File: src/rtl/xh_chi_link_tx.sv
// CHI link-layer transmit endpoint for a single channel.
// Runs the link activation handshake, transmits flits against receiver-granted
// L-credits and returns every held credit with LCrdReturn flits on teardown.
module xh_chi_link_tx #(
  parameter int unsigned FLIT_W  = 392,
  parameter int unsigned MAX_CRD = 15,
  parameter int unsigned CRD_W   = 4
) (
  input  logic              clk,
  input  logic              rst_n,
  input  logic              link_en,
  input  logic              in_valid,
  output logic              in_ready,
  input  logic [FLIT_W-1:0] in_flit,
  output logic              txlinkactivereq,
  input  logic              txlinkactiveack,
  output logic              txflitpend,
  output logic              txflitv,
  output logic [FLIT_W-1:0] txflit,
  input  logic              txlcrdv,
  output logic [CRD_W-1:0]  crd_cnt,
  output logic [1:0]        link_state,
  output logic              proto_err
);

  typedef enum logic [1:0] {
    StStop  = 2'b00,
    StAct   = 2'b01,
    StRun   = 2'b10,
    StDeact = 2'b11
  } state_e;

  localparam logic [CRD_W-1:0] MaxCrd = CRD_W'(MAX_CRD);

  state_e              state_q, state_d;
  logic [CRD_W-1:0]    crd_q, crd_d;
  logic                req_q, req_d;
  logic                flitv_q, flitv_d;
  logic [FLIT_W-1:0]   flit_q, flit_d;
  logic                err_q, err_d;
  logic                send;

  // Accept only while running, enabled and holding at least one credit.
  assign in_ready   = (state_q == StRun) & link_en & (crd_q != '0);
  assign txflitpend = (state_q == StRun) | (state_q == StDeact);

  assign txlinkactivereq = req_q;
  assign txflitv         = flitv_q;
  assign txflit          = flit_q;
  assign crd_cnt         = crd_q;
  assign link_state      = state_q;
  assign proto_err       = err_q;

  // Next-state, credit accounting and transmit-stage decode.
  always_comb begin
    state_d = state_q;
    crd_d   = crd_q;
    err_d   = err_q;
    flit_d  = flit_q;
    send    = 1'b0;

    unique case (state_q)
      StStop: begin
        // Grants are illegal while the link is down.
        if (txlcrdv) err_d = 1'b1;
        if (link_en && !txlinkactiveack) state_d = StAct;
      end
      StAct: begin
        if (txlinkactiveack) state_d = StRun;
      end
      StRun: begin
        if (in_valid && in_ready) begin
          send   = 1'b1;
          flit_d = in_flit;
        end
        if (!link_en) state_d = StDeact;
      end
      StDeact: begin
        // LCrdReturn flit is all-zero.
        if (crd_q != '0) begin
          send   = 1'b1;
          flit_d = '0;
        end
        if (!txlinkactiveack) begin
          state_d = StStop;
          if (crd_q != '0) err_d = 1'b1;
        end
      end
      default: state_d = StStop;
    endcase

    if (state_q != StStop) begin
      if (txlcrdv && !send && (crd_q == MaxCrd)) begin
        err_d = 1'b1;
      end else begin
        crd_d = crd_q + CRD_W'(txlcrdv) - CRD_W'(send);
      end
    end

    // Credits never survive into STOP.
    if (state_d == StStop) crd_d = '0;

    flitv_d = send;
    req_d   = (state_d == StAct) || (state_d == StRun);
  end

  // State and registered outputs.
  always_ff @(posedge clk or negedge rst_n) begin
    if (!rst_n) begin
      state_q <= StStop;
      crd_q   <= '0;
      req_q   <= 1'b0;
      flitv_q <= 1'b0;
      flit_q  <= '0;
      err_q   <= 1'b0;
    end else begin
      state_q <= state_d;
      crd_q   <= crd_d;
      req_q   <= req_d;
      flitv_q <= flitv_d;
      flit_q  <= flit_d;
      err_q   <= err_d;
    end
  end

endmodule
File: config.mk
export PLATFORM = sky130hd
export DESIGN_NAME = xh_chi_link_tx
export DESIGN_NICKNAME = d
export VERILOG_FILES = /design/src/rtl/xh_chi_link_tx.sv
export SDC_FILE = /design/constraint.sdc
export NUM_CORES = 1
export LEC_CHECK = 0
export ABC_AREA = 1
export BUFFER_PORTS_ARGS = -buffer_cell sky130_fd_sc_hd__buf_4
export CORE_AREA = 4 4 306 308
export CTS_CLUSTER_DIAMETER = 200
export DETAILED_ROUTE_END_ITERATION = 6
export DIE_AREA = 0 0 310 312
export GPL_ROUTABILITY_DRIVEN = 0
export HOLD_SLACK_MARGIN = 0.06
export MAX_ROUTING_LAYER = met4
export SYNTH_ARGS = -nofsm -noshare
export SYNTH_HDL_FRONTEND = slang
export SYNTH_SLANG_ARGS = --single-unit
File: constraint.sdc
create_clock -name clk -period 2.85 [get_ports clk]
set_input_delay 0.57 -clock clk [delete_from_list [all_inputs] [get_ports clk]]
set_output_delay 0.57 -clock clk [all_outputs]
set_load 0.02 [all_outputs]
* After elaboration in Yosys (flattened, before gate mapping)
Cells that the tools add are included.
** Word-level totals
- Bits in registers :: 401
- Bits in latches :: 0
- Memories kept :: 0
- Input bits :: 398
- Bits in read-only memories :: 0
- Bits in writable memories :: 0
** Cells by class
- Equality and inequality tests :: 9
- Multipliers :: 0
- Bitwise gates (word level) :: 3
- $add $sub $neg :: 2
- Muxes and demuxes :: 20
- Divide/modulo/power cells :: 0
- $lt $le $gt $ge :: 0
- Reduce and logical (&&, ||, !) cells :: 15
- Shift-type cells :: 0
** Operators by type and width (number)
- two-way mux 392 bit :: 2
- case mux 392 bit (2 select lines) :: 1
- two-way mux 4 bit :: 3
- two-way mux 2 bit :: 4
- case mux 2 bit (4 select lines) :: 1
- two-way mux 1 bit :: 7
- equality test 2 bit (second input constant) :: 3
- inequality test 2 x 1 -> 1 bit (second input constant) :: 3
- nonzero test 2 bit :: 3
- adder 4 x 1 -> 4 bit :: 1
- equality test 2 x 1 -> 1 bit (second input constant) :: 2
- equality test 4 bit (second input constant) :: 1
- logical AND 1 bit :: 4
- zero test 2 bit :: 2
- case mux 1 bit (2 select lines) :: 2
- nonzero test 4 bit :: 1
- subtractor 4 x 1 -> 4 bit :: 1
- AND reduction 3 bit :: 1
- AND 1 bit :: 2
- zero test 1 bit :: 2
- AND reduction 2 bit :: 1
- logical OR 1 bit :: 1
- OR 1 bit :: 1

* Logic depth before layout (Yosys ltp)
Gate-level depths: netlist (run 1).
- Depth in word-level cells :: 12
- Mapped depth :: 15
- Gate-level depth less buffers :: 15

* Least setup slack after synthesis (run 1)
Ideal clock, no wire load.
- Path type :: flip-flop to flip-flop
- Start :: reg state_q[0], in the netlist link_state[0]
- End :: reg crd_q[2], in the netlist crd_cnt[2]
- Stages on the path, launching flop included :: 14
- Library setup time :: 0.118 ns
- Data arrival time :: 2.362 ns
- Setup slack :: 0.370 ns
- Data required time :: 2.732 ns
- Clock period less this slack :: 2.480 ns
- Cells stage by stage :: dfrtp_1 -> inv_1 -> ha_1 -> nand2_1 -> clkinv_1 -> nand3_2 -> nand2_1 -> ha_1 -> inv_1 -> ha_1 -> fa_1 -> xor2_1 -> nand4_1 -> nand2_1
** Between the ends
- Word-level cells in the longest chain between the ends :: 11
- Elaborated cells between the ends (all ways) :: 26
- Those cells by class :: add/sub (1); eq/ne (4); mux (10); bitwise (2); reduce/logical (9)
** RTL lines
- from (decl) :: RTL line 35 : state_e state_q, state_d;
- from (signal assigned) :: RTL line 110 : state_q <= StStop;
- from (signal assigned) :: RTL line 117 : state_q <= state_d;
- equality test 2 bit :: RTL line 44, 62
- AND 1 bit (2 in series) :: RTL line 44 : assign in_ready = (state_q == StRun) & link_en & (crd_q != '0);
- logical AND 1 bit :: RTL line 72 : if (in_valid && in_ready) begin
- two-way mux 1 bit :: RTL line 72
- case mux 1 bit (2 select lines) (*) :: RTL line 62 : unique case (state_q)
- net flitv_d :: RTL line 38 : logic flitv_q, flitv_d;
- parallel branches: the longest is 5 deep, another holds subtractor 4 x 1 -> 4 bit
- to (signal assigned) :: RTL line 118 : crd_q <= crd_d;
- to (decl) :: RTL line 36 : logic [CRD_W-1:0] crd_q, crd_d;
Mark *: on every way through the listed nets, which the timed path passes. The select of a mux whose other input is x is not followed.
A chain may end at the register's enable or synchronous reset.

* Worst setup path after layout (run 1)
Same ends and word-level chain as after synthesis.

==> flow_summary.html, run 1 <==
<table>
<tr><th>Metric</th><th>Value</th></tr>
<tr><th colspan="2">Outcome</th></tr>
<tr><td>Result of the run</td><td>completed</td></tr>
<tr><th colspan="2">Power and ir drop</th></tr>
<tr><td>Standby leakage power</td><td>0.0132 µW</td></tr>
<tr><td>Max VDD drop</td><td>0.628 mV</td></tr>
<tr><td>Pwr Density</td><td>1330 nW/µm²</td></tr>
<tr><td>Total Power</td><td>33700 µW</td></tr>
<tr><th colspan="2">Clock tree</th></tr>
<tr><td>Number of sinks on the clock net</td><td>401</td></tr>
<tr><td>Post_cts resized</td><td>0</td></tr>
<tr><td>Setup fix buffers added after clock tree synthesis</td><td>0</td></tr>
<tr><td>Clock tree from TritonCTS</td><td>yes</td></tr>
<tr><td>Clock tree root buffer cell</td><td>clkbuf_16</td></tr>
<tr><td>Clock buffer count from CTS</td><td>47</td></tr>
<tr><td>Hold bufs inserted after CTS</td><td>1</td></tr>
<tr><td>Number of H-tree branching levels</td><td>2</td></tr>
<tr><td>Clock latency reported for the late side of the worst-skew pair</td><td>0.58 ns</td></tr>
<tr><td>Clock slew seen by the registers of the worst setup and hold paths</td><td>0.06 ns</td></tr>
<tr><td>Clock Path Buffers</td><td>3</td></tr>
<tr><th colspan="2">Cells and area</th></tr>
<tr><td>Most common library cell in the layout ignoring fill and taps</td><td>buf_4</td></tr>
<tr><td>Signed area change from the synthesized netlist to the final layout</td><td>53.8%</td></tr>
<tr><td>Most frequent cells in the layout</td><td>buf_4, nand2_1, dfrtp_1</td></tr>
<tr><td>Fraction of layout cells with a size suffix above 1</td><td>36.4%</td></tr>
<tr><td>Final design area excluding fillers</td><td>25300 µm²</td></tr>
<tr><td>Final net count</td><td>2986</td></tr>
<tr><th colspan="2">Yosys</th></tr>
<tr><td>Synthesized flop and latch total</td><td>401</td></tr>
<tr><td>Post-Synthesis Mean Instance Area</td><td>9.20 µm²</td></tr>
<tr><td>Syn_nets</td><td>2197</td></tr>
<tr><td>Post-synthesis cell area</td><td>16400 µm²</td></tr>
<tr><td>Number of cells produced by synthesis</td><td>1787</td></tr>
<tr><td>Syn. warnings</td><td>0</td></tr>
<tr><td>Fraction of synthesized cell area taken by the top area cell type</td><td>61.0%</td></tr>
<tr><td>Distinct cell type count after synthesis</td><td>24</td></tr>
<tr><td>Top post-synthesis cells by area</td><td>dfrtp_1, nand2_1, o21ai_1</td></tr>
<tr><td>Most area-hungry cell type in the Yosys netlist</td><td>dfrtp_1</td></tr>
<tr><td>Post-synthesis sequential area ratio</td><td>61.0%</td></tr>
<tr><th colspan="2">STA</th></tr>
<tr><td>Setup repair after global routing missed its margin</td><td>false</td></tr>
<tr><td>Transition time at the pin with the least slew margin</td><td>0.711 ns</td></tr>
<tr><td>Total setup violations reported at the end of the flow</td><td>0</td></tr>
<tr><td>Top achievable clock speed</td><td>387 MHz</td></tr>
<tr><td>Fin crit period</td><td>2.59 ns</td></tr>
<tr><td>Slew Viols, Final</td><td>0</td></tr>
<tr><td>Clock skew</td><td>0.0157 ns</td></tr>
<tr><td>Final worst hold slack</td><td>0.246 ns</td></tr>
<tr><td>Final hold viol count</td><td>0</td></tr>
<tr><td>Accumulated negative setup slack</td><td>0 ns</td></tr>
<tr><td>Crit path setup slack, layout</td><td>0.263 ns</td></tr>
<tr><td>Slew headroom</td><td>52.6%</td></tr>
<tr><td>Ratio of final minimum period to clock period</td><td>90.8%</td></tr>
<tr><th colspan="2">Critical path</th></tr>
<tr><td>Buffer and inverter count on the worst path</td><td>3</td></tr>
<tr><td>Crit path required time</td><td>3.31 ns</td></tr>
<tr><td>Highest net fanout along the worst path</td><td>7</td></tr>
<tr><td>Worst reg2reg path startpoint</td><td>link_state[0]$_DFF_PN0_</td></tr>
<tr><td>WS Path Type</td><td>reg2reg</td></tr>
<tr><td>Data arrival, critical path</td><td>3.05 ns</td></tr>
<tr><td>First element of the critical path</td><td>link_state[0]$_DFF_PN0_</td></tr>
<tr><td>Kind of start point of the critical path</td><td>flip-flop</td></tr>
<tr><td>Cell type group with the largest total delay on the critical path</td><td>adder cells</td></tr>
<tr><td>Cell-by-cell trace of the critical path</td><td>inv_1, ha_1, nand2_1, clkinv_1, nand3_2, nand2_1, ha_1, inv_1, ha_1, fa_1, xor2_1, nand4_1, nand2_1</td></tr>
<tr><td>Crit. End Element</td><td>flip-flop</td></tr>
<tr><td>CP max-delay cell</td><td>dfrtp_1</td></tr>
<tr><td>Largest stage delay on the critical path</td><td>0.45 ns</td></tr>
<tr><th colspan="2">Placed design</th></tr>
<tr><td>Placed wire-length estimate after detailed placement</td><td>52500 µm</td></tr>
<tr><td>Buffers on Ports</td><td>800</td></tr>
<tr><td>Worst-case setup slack after placement</td><td>0.301 ns</td></tr>
<tr><td>Placement-stage cell area</td><td>23700 µm²</td></tr>
<tr><th colspan="2">Floorplanning</th></tr>
<tr><td>Initial cell density of the core</td><td>18.1%</td></tr>
<tr><td>Num ports</td><td>801</td></tr>
<tr><td>Chip Width</td><td>310 µm</td></tr>
<tr><td>Row count</td><td>111</td></tr>
<tr><td>Core area</td><td>91100 µm²</td></tr>
<tr><td>Vertical extent of the die</td><td>312 µm</td></tr>
<tr><td>Die area</td><td>96700 µm²</td></tr>
<tr><th colspan="2">Route</th></tr>
<tr><td>Total iterations of the first detailed-routing run</td><td>5</td></tr>
<tr><td>Aggregate routed wire length</td><td>67500 µm</td></tr>
<tr><td>Overall via count from detail_route</td><td>15100</td></tr>
<tr><td>Violation count after the first detailed-routing iteration</td><td>1000</td></tr>
<tr><td>Detail-routed via count per cell</td><td>3.98</td></tr>
<tr><td>Post-detailed-route wirelength per cell</td><td>17.7 µm</td></tr>
<tr><td>Final ANT Viol Nets</td><td>0</td></tr>
<tr><td>DRC</td><td>0</td></tr>
<tr><th colspan="2">Worst hold path</th></tr>
<tr><td>Class of the worst hold path</td><td>in2reg</td></tr>
<tr><td>Startpoint of the tightest hold check path</td><td>in_flit[268]</td></tr>
<tr><th colspan="2">Job</th></tr>
<tr><td>Number of max-capacitance violations reported</td><td>0</td></tr>
<tr><th colspan="2">GRT</th></tr>
<tr><td>Pin count of the biggest net entering global routing</td><td>105</td></tr>
<tr><td>Total GRT Usage</td><td>13.6%</td></tr>
<tr><td>First-pass GRT wire length</td><td>97600 µm</td></tr>
<tr><td>GRT overflow</td><td>0</td></tr>
<tr><td>Initial antenna violation count</td><td>11</td></tr>
<tr><td>Number of global-route vias before repair</td><td>15200</td></tr>
</table>
## synthesized netlist by cell type
| cell type | instances |
|---|---|
| o21ai_0 | 23 |
| buf_4 | 29 |
| or2_2 | 1 |
| inv_1 | 17 |
| nand3_1 | 10 |
| nand4_1 | 5 |
| nor3_1 | 1 |
| buf_2 | 3 |
| fa_1 | 1 |
| o31ai_1 | 1 |
| xor2_1 | 1 |
| nand3_2 | 1 |
| ha_1 | 11 |
| nand3_4 | 1 |
| clkinv_1 | 2 |
| nand2_2 | 2 |
| dfrtp_1 | 401 |
| buf_6 | 55 |
| nor2_2 | 1 |
| a21oi_1 | 3 |
| nand2_1 | 802 |
| o21ai_1 | 372 |
| nand3b_1 | 2 |
| clkbuf_1 | 42 |
## worst register-to-register path, cell delays in order, from the launching register on
cell and delay [ns]:
dfrtp_1 0.45, inv_1 0.13, ha_1 0.26, nand2_1 0.10, clkinv_1 0.08, nand3_2 0.11
nand2_1 0.10, ha_1 0.29, inv_1 0.05, ha_1 0.21, fa_1 0.41, xor2_1 0.15
nand4_1 0.09, nand2_1 0.06
## cell type report
| cell class | count | area, µm² |
|---|---|---|
| antenna | 8 | 20.0 |
| clock buffer | 65 | 1340 |
| clock inverter | 19 | 228 |
| fill | 9758 | 65800 |
| inverter | 19 | 78.8 |
| multi-input combinational | 1238 | 5330 |
| sequential | 401 | 10000 |
| tap | 1186 | 1480 |
| timing repair buffer | 869 | 6770 |
## cells by family (layout without fill, tap and decap cells)
group	count (synthesis)	after routing	synth area share, %
xor+xnor	1	1	0.0533
fa+ha+maj	12	12	0.959
flops	401	401	61.0
buf+inv	148	972	6.57
simple gates	826	826	19.2
compound gates	399	399	12.2
other cells	0	8	0
## through the flow
stage,std cells,util (%)
floorplan,1787,-
global placement,3712,26.0
detailed placement,3712,26.0
CTS,3797,27.7
global route,3805,27.8
finish,3805,27.8
## final timing paths
| path | end | slack, ns | cells after the start |
|---|---|---|---|
| worst max-delay path | crd_cnt[2]$_DFFE_PN0P_ | 0.26 | 13 |
| worst min-delay path | txflit[268]$_DFFE_PN0P_ | 0.25 | 3 |
| worst max register to register | crd_cnt[2]$_DFFE_PN0P_ | 0.26 | 13 |
| worst min register to register | txflit[316]$_DFFE_PN0P_ | 0.49 | 2 |
| max in group asynchronous | txflit[384]$_DFFE_PN0P_ | 1.37 | 3 |
| min in group asynchronous | txflit[192]$_DFFE_PN0P_ | 0.59 | 2 |
## sequential cells by signal (all words and copies together) (netlist names)
| name | cells |
|---|---|
| txflit | 392 |
| crd_cnt | 4 |
| link_state | 2 |
| proto_err | 1 |
| txflitv | 1 |
| txlinkactivereq | 1 |
## layer usage
metal | share of wire [%] | GRT usage [%] | vias up | wire length [µm]
met5 | 0 | - | - | 0
met4 | 2.1 | 3.20 | 0 | 1400
met3 | 8.8 | 4.60 | 78 | 5930
met2 | 47 | 22.2 | 564 | 31900
met1 | 42 | 16.2 | 7139 | 28300
li1 | - | - | 7351 | -
## report_power, final
group	switching, µW	internal [µW]	total [µW]	leakage [µW]
Clock	2520	3660	6170	0.000767
Combinational	10900	6680	17600	0.00734
Sequential	1550	8440	10000	0.00505
Power figures use the tool's default switching activity.
==> run 2: changes to the inputs <==
--- a/config.mk
+++ b/config.mk
@@ -14,6 +14,7 @@
 export GPL_ROUTABILITY_DRIVEN = 0
 export HOLD_SLACK_MARGIN = 0.06
 export MAX_ROUTING_LAYER = met4
+export SETUP_SLACK_MARGIN = 0.3
 export SYNTH_ARGS = -nofsm -noshare
 export SYNTH_HDL_FRONTEND = slang
 export SYNTH_SLANG_ARGS = --single-unit
==> flow_summary.html, run 2 (same netlist as run 1, synthesis figures left out) <==
<table>
<tr><th>Metric</th><th>Value</th></tr>
<tr><th colspan="2">Power and ir drop</th></tr>
<tr><td>Pwr Density</td><td>1330 nW/µm² (about the same)</td></tr>
<tr><td>Max VDD drop</td><td>0.631 mV (+0.51%)</td></tr>
<tr><td>Standby leakage power</td><td>0.0132 µW (about the same)</td></tr>
<tr><th colspan="2">Route</th></tr>
<tr><td>Overall via count from detail_route</td><td>15200 (+0.14%)</td></tr>
<tr><td>Total iterations of the first detailed-routing run</td><td>5 (unchanged)</td></tr>
<tr><td>Detail-routed via count per cell</td><td>3.98 (about the same)</td></tr>
<tr><td>Aggregate routed wire length</td><td>67600 µm (about the same)</td></tr>
<tr><td>DRC</td><td>0 (unchanged)</td></tr>
<tr><td>Final ANT Viol Nets</td><td>0 (unchanged)</td></tr>
<tr><td>Post-detailed-route wirelength per cell</td><td>17.7 µm (about the same)</td></tr>
<tr><td>Violation count after the first detailed-routing iteration</td><td>974 (-2.6%)</td></tr>
<tr><th colspan="2">Cells and area</th></tr>
<tr><td>Most common library cell in the layout ignoring fill and taps</td><td>buf_4</td></tr>
<tr><td>Signed area change from the synthesized netlist to the final layout</td><td>54.0%</td></tr>
<tr><td>Fraction of layout cells with a size suffix above 1</td><td>36.6% (+0.23 points)</td></tr>
<tr><td>Flip-flop count of the largest register after layout</td><td>392 (unchanged)</td></tr>
<tr><td>Most frequent cells in the layout</td><td>buf_4, nand2_1, dfrtp_1</td></tr>
<tr><td>Final design area excluding fillers</td><td>25300 µm² (+0.11%)</td></tr>
<tr><td>Final net count</td><td>2989 (+0.10%)</td></tr>
<tr><th colspan="2">Placed design</th></tr>
<tr><td>Placed wire-length estimate after detailed placement</td><td>52500 µm (unchanged)</td></tr>
<tr><td>Placement-stage cell area</td><td>23700 µm² (unchanged)</td></tr>
<tr><td>Buffers on Ports</td><td>800 (unchanged)</td></tr>
<tr><th colspan="2">STA</th></tr>
<tr><td>Top achievable clock speed</td><td>406 MHz (+5.1%)</td></tr>
<tr><td>Clock skew</td><td>0.0153 ns (-0.000424 ns)</td></tr>
<tr><td>Total setup violations reported at the end of the flow</td><td>0 (unchanged)</td></tr>
<tr><td>Slew headroom</td><td>53.0% (+0.46 points)</td></tr>
<tr><td>Transition time at the pin with the least slew margin</td><td>0.704 ns (-0.00690 ns)</td></tr>
<tr><td>Slew Viols, Final</td><td>0 (unchanged)</td></tr>
<tr><td>Accumulated negative setup slack</td><td>0 ns (unchanged)</td></tr>
<tr><td>Final hold viol count</td><td>0 (unchanged)</td></tr>
<tr><td>Setup repair after global routing missed its margin</td><td>false</td></tr>
<tr><td>Ratio of final minimum period to clock period</td><td>86.4% (-4.4 points)</td></tr>
<tr><td>Fin crit period</td><td>2.46 ns (-0.125 ns)</td></tr>
<tr><th colspan="2">GRT</th></tr>
<tr><td>GRT overflow</td><td>0 (unchanged)</td></tr>
<tr><td>Initial antenna violation count</td><td>11 (unchanged)</td></tr>
<tr><td>Pin count of the biggest net entering global routing</td><td>105 (unchanged)</td></tr>
<tr><td>Total GRT Usage</td><td>13.6% (unchanged)</td></tr>
<tr><td>First-pass GRT wire length</td><td>97600 µm (unchanged)</td></tr>
<tr><td>Number of global-route vias before repair</td><td>15200 (unchanged)</td></tr>
<tr><th colspan="2">Floorplanning</th></tr>
<tr><td>Num ports</td><td>801 (unchanged)</td></tr>
<tr><td>Initial cell density of the core</td><td>18.1% (unchanged)</td></tr>
<tr><td>Chip Width</td><td>310 µm (unchanged)</td></tr>
<tr><td>Row count</td><td>111 (unchanged)</td></tr>
<tr><td>Vertical extent of the die</td><td>312 µm (unchanged)</td></tr>
<tr><td>Die area</td><td>96700 µm² (unchanged)</td></tr>
<tr><td>Core area</td><td>91100 µm² (unchanged)</td></tr>
<tr><th colspan="2">Critical path</th></tr>
<tr><td>Buffer and inverter count on the worst path</td><td>1 (-2)</td></tr>
<tr><td>Cell type group with the largest total delay on the critical path</td><td>flip-flops</td></tr>
<tr><td>CP max-delay cell</td><td>dfrtp_2</td></tr>
<tr><td>Largest stage delay on the critical path</td><td>0.43 ns (-0.02 ns)</td></tr>
<tr><td>Crit path required time</td><td>2.28 ns (-1.03 ns)</td></tr>
<tr><td>Highest net fanout along the worst path</td><td>6 (-1)</td></tr>
<tr><td>Cell-by-cell trace of the critical path</td><td>ha_1, or2_2, buf_4</td></tr>
<tr><td>WS Path Type</td><td>reg2out</td></tr>
<tr><td>Data arrival, critical path</td><td>1.89 ns (-1.16 ns)</td></tr>
<tr><td>Crit. End Element</td><td>output port</td></tr>
<tr><td>Kind of start point of the critical path</td><td>flip-flop</td></tr>
<tr><th colspan="2">Clock tree</th></tr>
<tr><td>Clock latency reported for the late side of the worst-skew pair</td><td>0.58 ns (about the same)</td></tr>
<tr><td>Clock tree root buffer cell</td><td>clkbuf_16</td></tr>
<tr><td>Clock buffer count from CTS</td><td>47 (unchanged)</td></tr>
<tr><td>Clock Path Buffers</td><td>3 (unchanged)</td></tr>
<tr><td>Clock tree from TritonCTS</td><td>yes</td></tr>
<tr><td>Number of sinks on the clock net</td><td>401 (unchanged)</td></tr>
<tr><td>Clock slew seen by the registers of the worst setup and hold paths</td><td>0.06 ns (about the same)</td></tr>
<tr><td>Number of H-tree branching levels</td><td>2 (unchanged)</td></tr>
<tr><th colspan="2">Job</th></tr>
<tr><td>Number of max-capacitance violations reported</td><td>0 (unchanged)</td></tr>
<tr><th colspan="2">Outcome</th></tr>
<tr><td>Result of the run</td><td>completed</td></tr>
<tr><th colspan="2">Worst hold path</th></tr>
<tr><td>Class of the worst hold path</td><td>in2reg</td></tr>
</table>
## run 2: final cells by class
class,count,area [µm²]
clock inverter,19,228
fill,9754,65800
clock buffer,65,1340
multi-input combinational,1238,5340
antenna,8,20.0
inverter,19,78.8
tap,1186,1480
timing repair buffer,872,6790
sequential,401,10000
## run 2: worst min-delay path, delay by kind of cell
kind | cells | cell delay, ns
buffers and inverters | 1 | 0.11
AO/OA/AOI/OAI | 1 | 0.06
AND/OR/NAND/NOR | 1 | 0.05
## run 2: repair_timing
action / 4_1_cts / 5_1_grt
setup endpoints to repair: 3 / 3
hold buffers: 1 / 0
endpoints found under the hold margin: 52 / 0
gates resized for setup: 1 / 3
setup buffers: 0 / 3
## run 2: report_power, final
| part | internal (µW) | switching (µW) | leakage, µW |
|---|---|---|---|
| Sequential | 8440 | 1550 | 0.00505 |
| Combinational | 6710 | 10900 | 0.00736 |
| Clock | 3660 | 2520 | 0.000767 |
## run 2: worst paths after layout
| path | slack [ns] | depth (start not counted) | to | from |
|---|---|---|---|---|
| max | 0.39 | 3 | txflitpend | link_state[0]$_DFF_PN0_ |
| min | 0.25 | 3 | txflit[268]$_DFFE_PN0P_ | in_flit[268] |
| max reg2reg | 0.45 | 13 | crd_cnt[2]$_DFFE_PN0P_ | link_state[0]$_DFF_PN0_ |
| min reg2reg | 0.49 | 2 | txflit[316]$_DFFE_PN0P_ | txflit[316]$_DFFE_PN0P_ |
| max in group asynchronous | 1.37 | 3 | link_state[0]$_DFF_PN0_ | rst_n |
| min in group asynchronous | 0.59 | 2 | txflit[192]$_DFFE_PN0P_ | rst_n |
## run 2: routing by layer
layer	GRT usage, %	vias up	share of wire (%)
li1	-	7360	-
met1	16.2	7142	42
met2	22.2	574	47
met3	4.60	77	8.8
met4	3.20	0	2.0
met5	-	-	0
## run 2: metrics by stage
step	std cells	worst slack (ns)	total power, µW	hold WS (ns)	utilization (%)
6_report	3808	0.388	33800	0.246	27.8
5_1_grt	3808	0.302	36300	0.207	27.8
4_1_cts	3797	0.314	34300	0.182	27.7
3_5_place_dp	3712	0.301	27900	0.479	26.0
3_3_place_gp	3712	0.296	27700	0.470	26.0
2_1_floorplan	1787	0.370	20800	0.274	-
